[src/rtl/serial_subtractor_if.sv]
// Operand/result bundle for the bit-serial subtractor: the controller drives the
// request side (master), the subtractor drives status and result (slave).
interface serial_subtractor_if;
  logic       start;
  logic [7:0] x;
  logic [7:0] y;
  logic       Borrow_in;
  logic       busy;
  logic       done;
  logic [7:0] d;
  logic       Borrow_out;
  logic       zero;
  logic       ovf;

  modport master (
    output start, x, y, Borrow_in,
    input  busy, done, d, Borrow_out, zero, ovf
  );

  modport slave (
    input  start, x, y, Borrow_in,
    output busy, done, d, Borrow_out, zero, ovf
  );
endinterface

[src/rtl/serial_subtractor.sv]
// Bit-serial 8-bit subtractor: x - y - Borrow_in, one bit per clock, LSB first,
// with a single borrow flop and a start/busy/done handshake.
module serial_subtractor (
  input  logic                 clk,
  input  logic                 rst,
  serial_subtractor_if.slave   bus
);

  typedef enum logic [1:0] {IDLE, SUB, DONE} state_e;

  state_e     state_q;
  logic [7:0] xs_q;
  logic [7:0] ys_q;
  logic [7:0] d_q;
  logic       b_q;
  logic [2:0] cnt_q;
  logic       x7_q;
  logic       y7_q;
  logic       busy_q;
  logic       done_q;
  logic       bout_q;
  logic       zero_q;
  logic       ovf_q;

  logic       xi;
  logic       yi;
  logic       diff;
  logic       b_d;
  logic [7:0] d_d;

  // Signed overflow of a subtraction: operands of differing sign and a result
  // whose sign disagrees with the minuend.
  function automatic logic sub_ovf(input logic x_msb, input logic y_msb, input logic d_msb);
    return (x_msb != y_msb) && (d_msb != x_msb);
  endfunction

  always_comb begin
    xi   = xs_q[0];
    yi   = ys_q[0];
    diff = xi ^ yi ^ b_q;
    b_d  = (~xi & yi) | (~(xi ^ yi) & b_q);
    d_d  = {diff, d_q[7:1]};
  end

  always_ff @(posedge clk) begin
    if (rst) begin
      state_q <= IDLE;
      xs_q    <= 8'h00;
      ys_q    <= 8'h00;
      d_q     <= 8'h00;
      b_q     <= 1'b0;
      cnt_q   <= 3'd0;
      x7_q    <= 1'b0;
      y7_q    <= 1'b0;
      busy_q  <= 1'b0;
      done_q  <= 1'b0;
      bout_q  <= 1'b0;
      zero_q  <= 1'b0;
      ovf_q   <= 1'b0;
    end else begin
      case (state_q)
        IDLE, DONE: begin
          done_q <= 1'b0;
          if (bus.start) begin
            xs_q    <= bus.x;
            ys_q    <= bus.y;
            b_q     <= bus.Borrow_in;
            x7_q    <= bus.x[7];
            y7_q    <= bus.y[7];
            cnt_q   <= 3'd0;
            busy_q  <= 1'b1;
            state_q <= SUB;
          end else begin
            busy_q  <= 1'b0;
            state_q <= IDLE;
          end
        end
        SUB: begin
          xs_q  <= {1'b0, xs_q[7:1]};
          ys_q  <= {1'b0, ys_q[7:1]};
          b_q   <= b_d;
          d_q   <= d_d;
          cnt_q <= cnt_q + 3'd1;
          // Flags are taken from the final shift so they are valid in the DONE cycle.
          if (cnt_q == 3'd7) begin
            busy_q  <= 1'b0;
            done_q  <= 1'b1;
            bout_q  <= b_d;
            zero_q  <= (d_d == 8'h00);
            ovf_q   <= sub_ovf(x7_q, y7_q, d_d[7]);
            state_q <= DONE;
          end
        end
        default: begin
          busy_q  <= 1'b0;
          done_q  <= 1'b0;
          state_q <= IDLE;
        end
      endcase
    end
  end

  assign bus.busy       = busy_q;
  assign bus.done       = done_q;
  assign bus.d          = d_q;
  assign bus.Borrow_out = bout_q;
  assign bus.zero       = zero_q;
  assign bus.ovf        = ovf_q;

endmodule

[src/flat_wrapper.sv]
// flat-port wrapper written by rule: the top's interface ports become plain ports
module serial_subtractor_flat 
  (clk, rst, bus_start, bus_x, bus_y, bus_Borrow_in, bus_busy, bus_done, bus_d, bus_Borrow_out, bus_zero, bus_ovf);
  serial_subtractor_if bus_i ();
  input  logic clk;
  input  logic rst;
  input wire logic [$bits(bus_i.start)-1:0] bus_start;
  input wire logic [$bits(bus_i.x)-1:0] bus_x;
  input wire logic [$bits(bus_i.y)-1:0] bus_y;
  input wire logic [$bits(bus_i.Borrow_in)-1:0] bus_Borrow_in;
  output wire logic [$bits(bus_i.busy)-1:0] bus_busy;
  output wire logic [$bits(bus_i.done)-1:0] bus_done;
  output wire logic [$bits(bus_i.d)-1:0] bus_d;
  output wire logic [$bits(bus_i.Borrow_out)-1:0] bus_Borrow_out;
  output wire logic [$bits(bus_i.zero)-1:0] bus_zero;
  output wire logic [$bits(bus_i.ovf)-1:0] bus_ovf;
  assign bus_i.start = bus_start;
  assign bus_i.x = bus_x;
  assign bus_i.y = bus_y;
  assign bus_i.Borrow_in = bus_Borrow_in;
  assign bus_busy = bus_i.busy;
  assign bus_done = bus_i.done;
  assign bus_d = bus_i.d;
  assign bus_Borrow_out = bus_i.Borrow_out;
  assign bus_zero = bus_i.zero;
  assign bus_ovf = bus_i.ovf;
  serial_subtractor u_core (.clk(clk), .rst(rst), .bus(bus_i));
endmodule
[config.mk]
export PLATFORM = sky130hd
export DESIGN_NAME = serial_subtractor_flat
export DESIGN_NICKNAME = d
export VERILOG_FILES = /design/src/rtl/serial_subtractor_if.sv /design/src/rtl/serial_subtractor.sv /design/src/flat_wrapper.sv
export SDC_FILE = /design/constraint.sdc
export NUM_CORES = 1
export LEC_CHECK = 0
export ABC_AREA = 1
export BUFFER_PORTS_ARGS = -buffer_cell sky130_fd_sc_hd__buf_2
export CORE_MARGIN = 5
export CORE_UTILIZATION = 48
export CTS_CLUSTER_SIZE = 25
export DETAILED_ROUTE_END_ITERATION = 8
export HOLD_SLACK_MARGIN = 0.12
export MAX_ROUTING_LAYER = met4
export PLACE_DENSITY = 0.83
export RECOVER_POWER = 50
export SETUP_SLACK_MARGIN = 0.4
export SLEW_MARGIN = 20
export SYNTH_ARGS = -nofsm -noshare
export SYNTH_HDL_FRONTEND = slang
export SYNTH_SLANG_ARGS = --single-unit
[constraint.sdc]
create_clock -name clk -period 1.4 [get_ports clk]
set_clock_uncertainty 0.2 [all_clocks]
set_input_delay 0.07 -clock clk [delete_from_list [all_inputs] [get_ports clk]]
set_output_delay 0.07 -clock clk [all_outputs]
set_load 0.02 [all_outputs]
==> impl_metrics.toml, run 1 <==
[synthesis]
synth_flop_cell = "dfxtp_1"
yosys.area.top_type = "dfxtp_1"
syn_nets = 249
async_reset_ff_share_pct = 0
ys_seq_elements = 37
yosysMostFrequentCell = "nor2_1"
synth_area_leaders = "dfxtp_1 (44%), nand3_1 (9.8%), nor2_1 (9.5%)"
syn_inst = 226
ys_types = 22
avgSynthCellArea_um2 = 7.49
synth_warnings = 0
ys_top_cells_by_count = "nor2_1 (43), dfxtp_1 (37), nand3_1 (33), nand2_1 (29), inv_1 (21)"
yosysSeqAreaShare_pct = 43.8
synth_top_area_share_pct = 43.8
synthesis.area_mm2 = 0.00169
synth-edff-count = 0

[global_routing]
grt_antenna_before_repair = 2
grt_max_degree = 21
overflow = 38
track_usage_pct = 65.7

[clock_network]
clock-sinks = 37
cts_buffer_depth = 2
root_buffer = "clkbuf_4"
cts_max_level = 2
cts_buffers = 5

[floorplan]
rows = 21
io-pin-count = 33
die_y_um = 69.4
die_x_um = 69.4
start_util_pct = 50.3

[outcome]
status = "aborted with a tool error"
haltStage = "global routing (5_1_grt)"
toolErrorMsg = "[ERROR GRT-0232] Routing congestion too high. Check the congestion heatmap in the GUI."

[place]
port_buffers = 32
finalWeightedCongestion = 0.804
dp_hpwl_mm = 2.48

[timing]
worstEndpointGrtRepair = "u_core.bus.ovf$_SDFFE_PP0P_/D"
worst_endpoint_kind = "register input"
==> through the flow <==
stage               instance area (µm²)  worst slack, ns  utilization (%)  std cells
CTS                                2930           -0.174             87.1        353
detailed placement                 1980           -0.178             58.9        303
global placement                   1980           -0.128             58.9        303
floorplan                          1750           -0.103                -        226
==> layer usage <==
metal | track usage [%] | GRT overflow
met5 | - | -
met4 | 67.9 | 13
met3 | 39.6 | 1
met2 | 81.9 | 24
met1 | 67.3 | 0
==> repair_timing <==
action	in CTS
buffers inserted	16
cloned	8
pin swaps	31
endpoints found under the setup margin	50
hold endpoints to repair	33
hold buffers	18
gates resized for setup	119
==> cell families after synthesis <==
group,share of synthesized area (%)
compound gates,7.24
buf+inv,12.3
fa+ha+maj,2.66
simple gates,34.0
flops,43.8
==> run 2, diff against run 1 <==
CORE_UTILIZATION = 40   (was 48)
CTS_CLUSTER_SIZE = not set   (was 25)
HOLD_SLACK_MARGIN = not set   (was 0.12)
MAX_ROUTING_LAYER = not set   (was met4)
PLACE_DENSITY = not set   (was 0.83)
PLACE_DENSITY_LB_ADDON = 0.15   (was not set)
SETUP_SLACK_MARGIN = not set   (was 0.4)
clock period = 1.8 ns   (was 1.4 ns; I/O delays follow)
==> run 2 against run 1 <==
Compared with the run above:
- the run now ends clean
- synthesized cell count unchanged
- area after synthesis unchanged
==> impl_metrics.toml, run 2 <==
[clock_network]
cts_max_level = 2
cts_buffer_depth = 2
cts_tree = "done"
holdBufCountCts = 18
clock-sinks = 37
clk_latency_ns = 0.28
root_buffer = "clkbuf_8"
clk_pin_slew_ns = 0.06
cts_buffers = 5
postCtsSetupBuffers = 0
cts_resized = 0

[drt]
first_pass_iters = 4
vias_per_cell = 4.61
num_vias = 1497
wl_mm = 3.42
wire_per_inst_um = 10.5
drc = 0
antenna_left = 0
first_iter_violations = 135

[timing]
hold_viol_final = 0
post-route-min-period_ns = 1.61
fmax_mhz = 621
setup_tns_ns = 0
timing.final.max_slew_violations = 0
setup_viol = 0
rsz0062_at_grt = "false"
worst_slew_pin_slew_ns = 0.511
min_period_over_period_pct = 89.4
max_slew_margin_pct = 65.9

[worst_setup_path]
end_kind = "flip-flop"
cp_slowest_cell = "dlygate4sd3_1"
path_delay_family = "buffers and inverters"
path_depth = 5
reg2reg_from = "u_core.ys_q[0]$_SDFFE_PP0P_"
crit_path_end = "u_core.bus.d[7]$_SDFFE_PP0P_"
reg2reg_slack_ns = 0.21
critPathKind = "in -> reg"
required_ns = 1.81
crit_buf_inv = 3
worstPathArrival_ns = 1.62
r2r_cells = 7
start_kind = "primary input"
crit_chain = "dlygate4sd3_1 > clkbuf_1 > inv_2 > o21ai_0 > a21oi_2"
worstPathMaxFanout = 32
r2r_end = "u_core.bus.ovf$_SDFFE_PP0P_"
crit_start = "rst"
critPathMaxStageDelay_ns = 0.53

[synthesis]
synth-simple-area-share_pct = 34.0
synth-compound-area-share_pct = 7.24
avgSynthCellArea_um2 = 7.49
async_reset_ff_share_pct = 0
yosysMostFrequentCell = "nor2_1"
synth_flop_cell = "dfxtp_1"
synth_warnings = 0
syn_inst = 226
synth_mux_area_share_pct = 0
ys_seq_elements = 37
synth-adder-area-share_pct = 2.66
ys_types = 22
synth_area_leaders = "dfxtp_1 (44%), nand3_1 (9.8%), nor2_1 (9.5%)"
synthesis.area_mm2 = 0.00169
synth_top_family_by_area = "simple AND/OR/NAND/NOR gates"
yosys.area.top_type = "dfxtp_1"
synth-edff-count = 0
synth_top_area_share_pct = 43.8
yosysSeqAreaShare_pct = 43.8
syn_nets = 249
ys_top_cells_by_count = "nor2_1 (43), dfxtp_1 (37), nand3_1 (33), nand2_1 (29), inv_1 (21)"
synth_xor_area_share_pct = 0

[global_routing]
grt_pass1_wl_mm = 5.79
overflow = 0
grt_max_degree = 36
grt_pass1_vias = 1352
track_usage_pct = 13.2
grt_antenna_before_repair = 0

[layout]
finalNetCount = 297
fin_area_mm2 = 0.00208
areaGrowthSynthToFinish_pct = 22.8
n_fill_cell = 423
multiInputGateArea_um2 = 739
final_common_cell = "nor2_1"
seq_area_um2 = 741
final_cell_mix = "nor2_1 (43), dfxtp_1 (37), nand3_1 (33)"
drive_above_1_share_pct = 13.1
diodes = 0

[power]
ir_drop_uv = 397
power_density_mw_per_mm2 = 876
leakagePower_nw = 0.911

[min_path]
hold_path_class = "in -> reg"
hp-start = "bus_start"

[floorplan]
io-pin-count = 33
die_y_um = 75.1
dieArea_mm2 = 0.00563
start_util_pct = 41.7
rows = 23
coreArea_mm2 = 0.00406
die_x_um = 75.1

[place]
dp_hpwl_mm = 2.20
finalWeightedCongestion = 0.691
place_area_mm2 = 0.00184
port_buffers = 32

[outcome]
status = "finished, final reports clean"

[run]
drv_cap = 0
==> run 2: cell counts after synthesis <==
Identical to the previous run, type by type.
==> run 2: routing by layer <==
layer  GRT usage, %  vias up  wire length, µm
met2           21.0       31             1450
met5              0        -                0
li1               -      814                -
met3           3.34        2              232
met1           16.7      650             1720
met4           5.93        0               15
==> run 2: worst reg2reg max path, stage by stage, from the launching register on <==
cell and delay (ns):
dfxtp_1 0.31, inv_1 0.06, fa_1 0.59, inv_1 0.08
nand3b_1 0.08, nand2_1 0.05, nor2_1 0.08, nor2_1 0.05
==> run 2: cell families (layout without fill, tap and decap cells) <==
logic type	Yosys count	after routing
AO/OA/AOI/OAI	21	21
flip-flops	37	37
buffers and inverters	37	86
AND/OR/NAND/NOR	128	128
adder cells (fa/ha/maj)	3	3
==> run 2: stage by stage <==
step | setup slack, ns | power [mW] | cells | utilization, % | hold WS (ns)
after floorplan | 0.290 | 1.20 | 226 | - | 0.0310
after global placement | 0.228 | 1.27 | 299 | 45.3 | 0.120
after detailed placement | 0.213 | 1.27 | 299 | 45.3 | 0.126
after CTS | 0.203 | 1.86 | 325 | 51.7 | 0.0352
after global routing | 0.0758 | 1.94 | 325 | 51.2 | 0.0646
final | 0.191 | 1.82 | 325 | 51.2 | 0.0499
==> run 2: where the power goes <==
part,switching (mW),leakage (nW),internal (mW)
Clock,0.271,0.0395,0.275
Combinational,0.211,0.567,0.149
Sequential,0.0308,0.305,0.883
Total,0.513,0.911,1.31
==> run 2: how the worst min path moves through the flow <==
stage	end	slack [ns]	cells after the start
floorplan	u_core.xs_q[4]$_SDFFE_PP0P_	0.03	2
global placement	u_core.ys_q[4]$_SDFFE_PP0P_	0.12	3
detailed placement	u_core.ys_q[5]$_SDFFE_PP0P_	0.13	3
CTS	u_core.b_q$_SDFFE_PP0P_	0.04	5
global route	u_core.b_q$_SDFFE_PP0P_	0.06	5
finish	u_core.b_q$_SDFFE_PP0P_	0.05	5
==> run 2: final cells by class <==
| class | instances | share of cell area [%] |
|---|---|---|
| inverter | 24 | 4.33 |
| tap | 50 | 3.01 |
| multi-input combinational | 152 | 35.6 |
| timing repair buffer | 54 | 17.6 |
| sequential | 37 | 35.6 |
| clock buffer | 8 | 3.85 |
Power figures use the tool's default switching activity.
==> run 3, diff against run 2 <==
CORE_AREA = 5 5 66 68   (was not set)
CORE_MARGIN = not set   (was 5)
CORE_UTILIZATION = not set   (was 40)
DIE_AREA = 0 0 71 73   (was not set)
==> run 3 against run 2 <==
Compared with the run above:
- global-route usage grew 3.0 points
- sequential share of layout area decreased by 0.88 points
- final cell count unchanged
- combinational power rose by 2%
- power grew 12%
- maximum frequency rose by 1.1%
- hold slack gained 0.22 ns
- die area down 8.0%
==> impl_metrics.toml, run 3 (synthesis results as in run 2) <==
[global_routing]
grt_max_degree = 36
met2_usage_pct = 25.6
met3_usage_pct = 4.96
grt_pass1_vias = 1470
overflow = 0
grt_pass1_wl_mm = 6.54
grt-busiest-layer = "met2"
met1_usage_pct = 19.9
track_usage_pct = 16.2
grt_antenna_before_repair = 0

[clock_network]
cts_resized = 0
clk_latency_ns = 0.29
clock-sinks = 37
root_buffer = "clkbuf_8"
cts_buffers = 5
cts_tree = "done"
clk_pin_slew_ns = 0.07
cts_buffer_depth = 2
cts_max_level = 2

[power]
ir_drop_uv = 641
power_density_mw_per_mm2 = 954
leakagePower_nw = 0.938

[min_path]
hold_path_class = "reg -> reg"

[layout]
n_fill_cell = 394
final_common_cell = "nor2_1"
areaGrowthSynthToFinish_pct = 25.9
drive_above_1_share_pct = 13.8
diodes = 0
final_cell_mix = "nor2_1 (43), dfxtp_1 (37), nand3_1 (33)"
finalNetCount = 297

[timing]
rsz0062_at_grt = "false"
post-route-min-period_ns = 1.59
setup_viol = 0
hold_viol_final = 0
timing.final.max_slew_violations = 0
whs_ns = 0.268
worst_slew_pin_slew_ns = 0.527
max_slew_margin_pct = 64.8
min_period_over_period_pct = 88.5
fmax_mhz = 628
setup_tns_ns = 0

[worst_setup_path]
critPathMaxStageDelay_ns = 0.59
start_kind = "flip-flop"
required_ns = 1.79
end_kind = "flip-flop"
worstPathMaxFanout = 3
critPathKind = "reg -> reg"
worstPathArrival_ns = 1.58
cp_slowest_cell = "fa_1"
crit_chain = "inv_1 > fa_1 > inv_1 > nand3b_1 > nand2_1 > nor2_1 > nor2_1"

[place]
port_buffers = 32
finalWeightedCongestion = 0.763
dp_hpwl_mm = 2.36

[drt]
first_iter_violations = 83
vias_per_cell = 4.71
first_pass_iters = 4
wire_per_inst_um = 11.3
drc = 0
num_vias = 1530
antenna_left = 0
wl_mm = 3.66

[floorplan]
rows = 23
io-pin-count = 33
coreArea_mm2 = 0.00380
dieArea_mm2 = 0.00518
die_y_um = 73
die_x_um = 71
start_util_pct = 44.6

[run]
drv_cap = 0

[outcome]
status = "finished, final reports clean"
==> run 3: changes by cell type in the layout (fill, tap and decap cells not counted), sizes merged <==
cell / previous run / this run
clkbuf: 22 / 20
dlygate4sd3: 18 / 19
bufinv: 0 / 1
==> run 3: final timing paths <==
kind | startpoint | endpoint | slack [ns] | depth (start not counted)
worst max-delay path | u_core.ys_q[0]$_SDFFE_PP0P_ | u_core.bus.ovf$_SDFFE_PP0P_ | 0.21 | 7
worst min-delay path | u_core.bus.busy$_SDFFE_PP0P_ | u_core.bus.busy$_SDFFE_PP0P_ | 0.27 | 2
worst max register to register | u_core.ys_q[0]$_SDFFE_PP0P_ | u_core.bus.ovf$_SDFFE_PP0P_ | 0.21 | 7
worst min register to register | u_core.bus.busy$_SDFFE_PP0P_ | u_core.bus.busy$_SDFFE_PP0P_ | 0.27 | 2
==> run 3: area by class of cell <==
class | count | area (µm²) | area share, %
Clock inverter | 1 | 30.0 | 1.41
Inverter | 24 | 90.1 | 4.23
Multi-Input combinational cell | 152 | 739 | 34.7
Timing Repair Buffer | 54 | 382 | 17.9
Clock buffer | 7 | 86.3 | 4.05
Sequential cell | 37 | 741 | 34.8
Tap cell | 50 | 62.6 | 2.94
==> run 3: metal layers <==
metal  wire [µm]  share of wire (%)
met5           0                  0
met4          82                2.2
met3         170                4.6
met2        1650                 45
met1        1760                 48
==> run 3: through the flow <==
step                area [µm²]  instances  worst slack (ns)  total power, mW  utilization [%]
floorplan                 1690        226             0.290             1.20                -
CTS                       2150        325             0.207             2.06             56.6
global route              2130        325             0.115             2.15             56.1
detailed placement        1840        298             0.212             1.28             48.6
global placement          1840        298             0.242             1.28             48.6
finish                    2130        325             0.208             2.03             56.1
==> run 3: where the power goes <==
group | leakage (nW) | internal, mW | total, mW | switching (mW)
Sequential | 0.305 | 0.883 | 0.916 | 0.0326
Combinational | 0.575 | 0.153 | 0.366 | 0.213
Clock | 0.0585 | 0.452 | 0.751 | 0.300
==> run 3: what timing repair did <==
action / CTS / global route
endpoints found under the hold margin: 21 / 0
hold buffers: 19 / 0
buffers inserted: 0 / 0
endpoints found under the setup margin: 0 / 0
==> run 3: worst max-delay path: cells and delay by family, from the launching register on <==
| family | cells | cell delay (ns) |
|---|---|---|
| buffers and inverters | 2 | 0.14 |
| adder cells (fa/ha/maj) | 1 | 0.59 |
| flip-flops | 1 | 0.31 |
| AND/OR/NAND/NOR | 4 | 0.26 |
